===== src/rtl/mem_port_arbiter_pkg.sv =====
// Shared types and constants for the external memory port arbiter.
package mem_port_arbiter_pkg;

    typedef enum logic [1:0] {
        ST_IDLE = 2'd0,
        ST_REQ  = 2'd1,
        ST_XFER = 2'd2
    } arb_state_t;

    typedef enum logic [1:0] {
        OWN_NONE = 2'd0,
        OWN_D    = 2'd1,
        OWN_I    = 2'd2,
        OWN_P    = 2'd3
    } owner_t;

    // Bit positions inside the one-hot winner vector.
    localparam int WIN_D = 0;
    localparam int WIN_I = 1;
    localparam int WIN_P = 2;

    localparam int DEF_BLOCK_WORDS = 4;
    localparam int BEAT_W          = $clog2(DEF_BLOCK_WORDS);
    localparam int OFFS_W          = BEAT_W + 2;

    function automatic int offs_w_of(input int block_words);
        return $clog2(block_words) + 2;
    endfunction

endpackage


===== src/rtl/mem_port_arbiter_pick.sv =====
// Combinational requester selection: D > I > P, with the starve flag lifting P to the top.
module mem_arb_pick
    import mem_port_arbiter_pkg::*;
(
    input  logic       d_req,
    input  logic       i_req,
    input  logic       p_req,
    input  logic       starve,
    output logic [2:0] win
);

    always_comb begin
        win = '0;
        if (starve && p_req) begin
            win[WIN_P] = 1'b1;
        end else if (d_req) begin
            win[WIN_D] = 1'b1;
        end else if (i_req) begin
            win[WIN_I] = 1'b1;
        end else if (p_req) begin
            win[WIN_P] = 1'b1;
        end
    end

endmodule


===== src/rtl/mem_port_arbiter.sv =====
// Serialises D-cache, I-cache refill and prefetch traffic onto one memory port.
// Optional prefetch anti-starvation guard: define MEM_ARB_STARVE_GUARD_EN.
module mem_port_arbiter
    import mem_port_arbiter_pkg::*;
#(
    parameter int ADDR_W       = 32,
    parameter int DATA_W       = 32,
    parameter int BLOCK_WORDS  = DEF_BLOCK_WORDS,
    parameter int STARVE_LIMIT = 16
) (
    input  logic              clk,
    input  logic              reset,
    input  logic              d_req_i,
    input  logic              d_we_i,
    input  logic [ADDR_W-1:0] d_addr_i,
    input  logic [DATA_W-1:0] d_wdata_i,
    output logic              d_gnt_o,
    output logic              d_rvalid_o,
    output logic              d_last_o,
    input  logic              i_req_i,
    input  logic [ADDR_W-1:0] i_addr_i,
    output logic              i_gnt_o,
    output logic              i_rvalid_o,
    output logic              i_last_o,
    input  logic              p_req_i,
    input  logic [ADDR_W-1:0] p_addr_i,
    output logic              p_gnt_o,
    output logic              p_rvalid_o,
    output logic              p_last_o,
    output logic [DATA_W-1:0] rdata_o,
    output logic              mem_req_o,
    output logic              mem_we_o,
    output logic [ADDR_W-1:0] mem_addr_o,
    output logic [DATA_W-1:0] mem_wdata_o,
    input  logic              mem_gnt_i,
    input  logic              mem_rvalid_i,
    input  logic [DATA_W-1:0] mem_rdata_i,
    output logic              busy_o
);

    localparam int CNT_W = $clog2(BLOCK_WORDS);
    localparam int OFFS  = offs_w_of(BLOCK_WORDS);

    localparam logic [ADDR_W-1:0] RD_MASK = {{(ADDR_W-OFFS){1'b1}}, {OFFS{1'b0}}};
    localparam logic [ADDR_W-1:0] WR_MASK = {{(ADDR_W-2){1'b1}}, 2'b00};

    arb_state_t        state, state_nxt;
    owner_t            owner_q;
    logic              we_q;
    logic [ADDR_W-1:0] addr_q;
    logic [DATA_W-1:0] wdata_q;
    logic [CNT_W-1:0]  beat_q;

    logic [2:0]        win;
    logic              starve;
    logic              take;
    logic              beat;
    logic              last_beat;
    logic              win_we;
    logic [ADDR_W-1:0] sel_addr;

    mem_arb_pick u_pick (
        .d_req  (d_req_i),
        .i_req  (i_req_i),
        .p_req  (p_req_i),
        .starve (starve),
        .win    (win)
    );

    assign take      = (state == ST_IDLE) && (|win);
    assign beat      = (state == ST_XFER) && mem_rvalid_i;
    assign last_beat = beat && (we_q || (beat_q == CNT_W'(BLOCK_WORDS - 1)));
    assign win_we    = win[WIN_D] && d_we_i;
    assign sel_addr  = win[WIN_D] ? d_addr_i : (win[WIN_I] ? i_addr_i : p_addr_i);

`ifdef MEM_ARB_STARVE_GUARD_EN
    localparam int STARVE_W = $clog2(STARVE_LIMIT + 1);

    logic [STARVE_W-1:0] starve_q;

    always_ff @(posedge clk) begin
        if (reset || !p_req_i || p_gnt_o) begin
            starve_q <= '0;
        end else if (starve_q != STARVE_W'(STARVE_LIMIT)) begin
            starve_q <= starve_q + 1'b1;
        end
    end

    assign starve = (starve_q == STARVE_W'(STARVE_LIMIT));
`else
    assign starve = 1'b0;
`endif

    always_ff @(posedge clk) begin
        if (reset) begin
            state <= ST_IDLE;
        end else begin
            state <= state_nxt;
        end
    end

    always_comb begin
        state_nxt = state;
        case (state)
            ST_IDLE: if (|win)     state_nxt = ST_REQ;
            ST_REQ:  if (mem_gnt_i) state_nxt = ST_XFER;
            ST_XFER: if (last_beat) state_nxt = ST_IDLE;
            default: state_nxt = ST_IDLE;
        endcase
    end

    always_ff @(posedge clk) begin
        if (reset) begin
            owner_q <= OWN_NONE;
            we_q    <= 1'b0;
            addr_q  <= '0;
            wdata_q <= '0;
        end else if (take) begin
            owner_q <= win[WIN_D] ? OWN_D : (win[WIN_I] ? OWN_I : OWN_P);
            we_q    <= win_we;
            addr_q  <= sel_addr & (win_we ? WR_MASK : RD_MASK);
            wdata_q <= win_we ? d_wdata_i : '0;
        end
    end

    // Write acks do not advance the counter, so it sits at 0 between bursts.
    always_ff @(posedge clk) begin
        if (reset) begin
            beat_q <= '0;
        end else if (beat && !we_q) begin
            beat_q <= beat_q + 1'b1;
        end
    end

    always_comb begin
        d_gnt_o     = 1'b0;
        i_gnt_o     = 1'b0;
        p_gnt_o     = 1'b0;
        d_rvalid_o  = 1'b0;
        i_rvalid_o  = 1'b0;
        p_rvalid_o  = 1'b0;
        d_last_o    = 1'b0;
        i_last_o    = 1'b0;
        p_last_o    = 1'b0;
        rdata_o     = '0;
        mem_req_o   = 1'b0;
        mem_we_o    = 1'b0;
        mem_addr_o  = '0;
        mem_wdata_o = '0;
        busy_o      = 1'b0;
        if (!reset) begin
            busy_o = (state != ST_IDLE);
            case (state)
                ST_IDLE: begin
                    d_gnt_o = win[WIN_D];
                    i_gnt_o = win[WIN_I];
                    p_gnt_o = win[WIN_P];
                end
                ST_REQ: begin
                    mem_req_o   = 1'b1;
                    mem_we_o    = we_q;
                    mem_addr_o  = addr_q;
                    mem_wdata_o = wdata_q;
                end
                ST_XFER: begin
                    if (mem_rvalid_i) begin
                        rdata_o = mem_rdata_i;
                        case (owner_q)
                            OWN_D: begin
                                d_rvalid_o = 1'b1;
                                d_last_o   = last_beat;
                            end
                            OWN_I: begin
                                i_rvalid_o = 1'b1;
                                i_last_o   = last_beat;
                            end
                            OWN_P: begin
                                p_rvalid_o = 1'b1;
                                p_last_o   = last_beat;
                            end
                            default: ;
                        endcase
                    end
                end
                default: ;
            endcase
        end
    end

endmodule


===== config.mk =====
export PLATFORM = sky130hd
export DESIGN_NAME = mem_port_arbiter
export DESIGN_NICKNAME = d
export VERILOG_FILES = /design/src/rtl/mem_port_arbiter_pkg.sv /design/src/rtl/mem_port_arbiter_pick.sv /design/src/rtl/mem_port_arbiter.sv
export SDC_FILE = /design/constraint.sdc
export NUM_CORES = 1
export LEC_CHECK = 0
export CORE_MARGIN = 4
export CORE_UTILIZATION = 35
export CTS_CLUSTER_SIZE = 14
export DETAILED_ROUTE_END_ITERATION = 8
export PLACE_DENSITY = 0.82
export SLEW_MARGIN = 10
export SYNTH_ARGS = -nofsm -noshare
export SYNTH_HDL_FRONTEND = slang
export SYNTH_SLANG_ARGS = --single-unit

===== constraint.sdc =====
create_clock -name clk -period 1.65 [get_ports clk]
set_input_delay 0.33 -clock clk [delete_from_list [all_inputs] [get_ports clk]]
set_output_delay 0.33 -clock clk [all_outputs]
set_load 0.05 [all_outputs]

==> impl_metrics.json <==
{
  "outcome": "finished, violations left",
  "violations": "setup timing",
  "clockRootBuffer": "clkbuf_16",
  "drt_iter0_drc": 334,
  "drtAntennaViolNets": 0,
  "hold_end": "state[1]",
  "crit_slowest_cell": "dfxtp_2",
  "grt_max_degree": 50,
  "sw_frac_of_total_pct": 29.5,
  "yosysUniqueCellTypes": 35,
  "crit_arrival_ns": 1.63,
  "finalCritPeriodShare_pct": 119,
  "startpoint_type": "register",
  "grt.total_usage_pct": 25.9,
  "seq_area_frac_synth_pct": 33.1,
  "relSlewSlack_pct": 63.1,
  "slew_violations": 0,
  "vias_per_cell": 5.39,
  "combinationalPowerShare_pct": 33.0,
  "coreArea_um2": 11500,
  "max_cap_violations": 0,
  "post-dp-hpwl_um": 12900,
  "yosysWarnings": 0,
  "clock_path_buffers": 2,
  "grt_overflow": 0,
  "drc": 0,
  "power_density_nw_per_um2": 656,
  "worstPathCellList": "and4bb_4 -> buf_6 -> buf_12 -> buf_16 -> and2_4 -> buf_12",
  "syn_inst": 508,
  "netlist_area_um2": 4170,
  "avgRoutedWirePerCell_um": 21.1,
  "htreeDepth": 3,
  "clock_skew_ns": 0.00841,
  "grt_antenna_before_repair": 1,
  "fp-row-count": 39,
  "grt_pass1_vias": 5148,
  "drt_wl_total_um": 19600,
  "worst-path-max-fanout": 8,
  "cts.clk_slew.worst_paths_ns": 0.05,
  "pin_count": 276,
  "period_needed_ns": 1.96,
  "final-setup-viol-count": 105,
  "cpLargestDelayFamily": "simple AND/OR/NAND/NOR gates",
  "final_util_pct": 79.3,
  "r2r_end": "addr_q[25]",
  "start_util_pct": 36.2,
  "dp_slack_ns": -0.290,
  "fin_nets": 952,
  "regArea_um2": 1390,
  "power.leakage_nw": 3.52,
  "required_ns": 1.32,
  "hold-path-cell-count": 3,
  "die_h_um": 117,
  "dr_total_vias": 5024,
  "rsz0062_at_grt": "true",
  "crit_path_end_kind": "output pin",
  "power.switching_mw": 1.76,
  "synth_area_per_cell_um2": 8.21,
  "hp-class": "in -> reg",
  "crit_path_frequent_cell": "buf_12",
  "cts_tree": "built",
  "regToRegSetupSlack_ns": 0.08,
  "tightest_slew_ns": 0.554,
  "grt_pass1_wl_um": 27600,
  "vdd_drop_max_mv": 0.522,
  "finalHoldViolCount": 0,
  "critPathKind": "reg -> out",
  "syn_to_final_growth_pct": 119,
  "worst_r2r_path_depth": 7,
  "drive_above_1_share_pct": 41.2,
  "synth_seq_cells": 69,
  "cts_buffers": 9,
  "die-area_um2": 13700,
  "reg2reg_from": "state[0]",
  "p_int_mw": 4.22,
  "die_x_um": 117,
  "setup_tns_ns": -24.67,
  "critical_path_buf_inv_count": 4,
  "power_frac_clock_pct": 35.1,
  "cts.sink_count": 69,
  "whs_ns": 0.413,
  "power_frac_seq_pct": 31.9,
  "critPathMaxStageDelay_ns": 0.34,
  "setup_ws_ns": -0.305,
  "min-delay-start": "reset",
  "io_buffer_count": 263,
  "place.gp.congestion": 0.817,
  "nFillCells": 658,
  "firstDrtPassIters": 5,
  "fmax_ghz": 0.511,
  "multiInputGateArea_um2": 2800,
  "clock_latency_ns": 0.33
}
-- layout make-up --
| type | instances | share of cell area [%] |
|---|---|---|
| timing repair buffer | 319 | 48.6 |
| multi-input combinational | 382 | 30.6 |
| sequential | 69 | 15.2 |
| clock buffer | 11 | 2.66 |
| tap | 143 | 1.96 |
| clock inverter | 5 | 0.918 |
| inverter | 2 | 0.0822 |
| antenna | 1 | 0.0274 |
-- how the worst max path moves through the flow --
stage               depth (start not counted)  slack (ns)    startpoint           to
floorplan                                   4       -0.12         reset     i_last_o
global placement                            5       -0.27  mem_rvalid_i     i_last_o
detailed placement                          5       -0.29  mem_rvalid_i  rdata_o[30]
CTS                                         6       -0.26      state[0]  rdata_o[18]
global route                                6       -0.34      state[1]   rdata_o[5]
finish                                      6       -0.31      state[0]   rdata_o[5]
-- routing by layer --
layer | vias up | GRT usage (%) | share of wire (%)
li1 | 2331 | - | -
met1 | 2411 | 28.4 | 36
met2 | 240 | 46.6 | 52
met3 | 42 | 8.33 | 8.7
met4 | 0 | 9.48 | 2.9
met5 | - | 0 | 0
-- kinds of logic (layout without fill, tap and decap cells) --
logic type	after synthesis	count (layout)	share of synthesized area, %
and+or+nand+nor	215	216	30.2
AOI/OAI and AO/OA	161	161	27.4
DFF	69	69	33.1
buffers and inverters	59	337	8.40
adders and majority gates	1	1	0.300
other	1	3	0.0899
xor gates and xnor gates	1	1	0.210
muxes	1	1	0.240
-- cells in the final DEF, fill, tap and decap left out, types with 3 or more instances in the layout --
master           count
o21ai_0             31
a221oi_1             4
nand2_1             35
buf_4               25
buf_12             114
o21ai_1              6
nand3_1             29
a21oi_1             66
nor3_4               3
o31ai_1             27
nor2_4               4
and2_4              96
dfxtp_1             67
a221oi_2            24
clkbuf_16           13
nand2b_1            28
nor2_1               3
buf_16               5
buf_8                3
clkdlybuf4s50_1    154
buf_6               11
-- cells in the mapped netlist --
master / instances / area, um2
and4bb_2: 3 / 37.5
inv_1: 2 / 7.51
nor3_2: 1 / 10.0
a21oi_1: 66 / 330
nand2b_1: 28 / 175
buf_2: 13 / 65.1
ha_1: 1 / 12.5
clkbuf_2: 6 / 30.0
a211oi_1: 1 / 7.51
mux2i_1: 1 / 10.0
nor3b_1: 2 / 15.0
nor2_1: 7 / 26.3
nor2b_1: 2 / 12.5
conb_1: 1 / 3.75
nand2_1: 36 / 135
nand3_1: 29 / 145
nor2_4: 1 / 11.3
clkbuf_1: 21 / 78.8
nand3b_1: 2 / 15.0
and2_1: 96 / 601
buf_6: 11 / 124
or3_4: 1 / 11.3
or2_1: 1 / 6.26
nor3b_4: 1 / 18.8
dfxtp_1: 69 / 1380
buf_4: 6 / 45.0
o21ai_1: 5 / 25.0
o31ai_1: 28 / 210
xnor2_1: 1 / 8.76
nor3_1: 1 / 5.00
o21ai_0: 32 / 160
a221oi_1: 4 / 35.0
nor3_4: 1 / 16.3
and3_1: 3 / 18.8
a221oi_2: 25 / 375
-- power groups by stage --
stage / clock, mW / combinational [mW] / sequential, mW
2_1_floorplan: 0 / 0.911 / 1.90
3_3_place_gp: 0 / 1.67 / 1.92
3_5_place_dp: 0 / 1.71 / 1.93
4_1_cts: 2.12 / 1.86 / 1.90
5_1_grt: 2.21 / 2.08 / 1.93
6_report: 2.10 / 1.98 / 1.91
-- repair_timing --
| action | 4_1_cts | 5_1_grt |
|---|---|---|
| setup buffers | 14 | 2 |
| setup endpoints to repair | 106 | 165 |
| hold buffers | 0 | 0 |
| endpoints found under the hold margin | 0 | 0 |
| gates resized for setup | 91 | 36 |
| gates cloned | 6 | 6 |
| pin swaps | 39 | 45 |
-- flip-flops by register name, indices dropped and copies added (netlist names) --
name     count
we_q         1
beat_q       2
wdata_q     32
addr_q      30
state        2
owner_q      2
-- metrics by stage --
step           power, mW  instance area, um2  cells
6_report            5.99                9140    932
5_1_grt             6.22                9140    932
4_1_cts             5.88                8930    924
3_5_place_dp        3.64                8180    888
3_3_place_gp        3.59                8180    888
2_1_floorplan       2.81                4360    509
-- tightest hold or removal path: stages --
cell and delay, ns:
buf_2 0.13, buf_4 0.17, a21oi_1 0.05
Power figures use the tool's default switching activity.
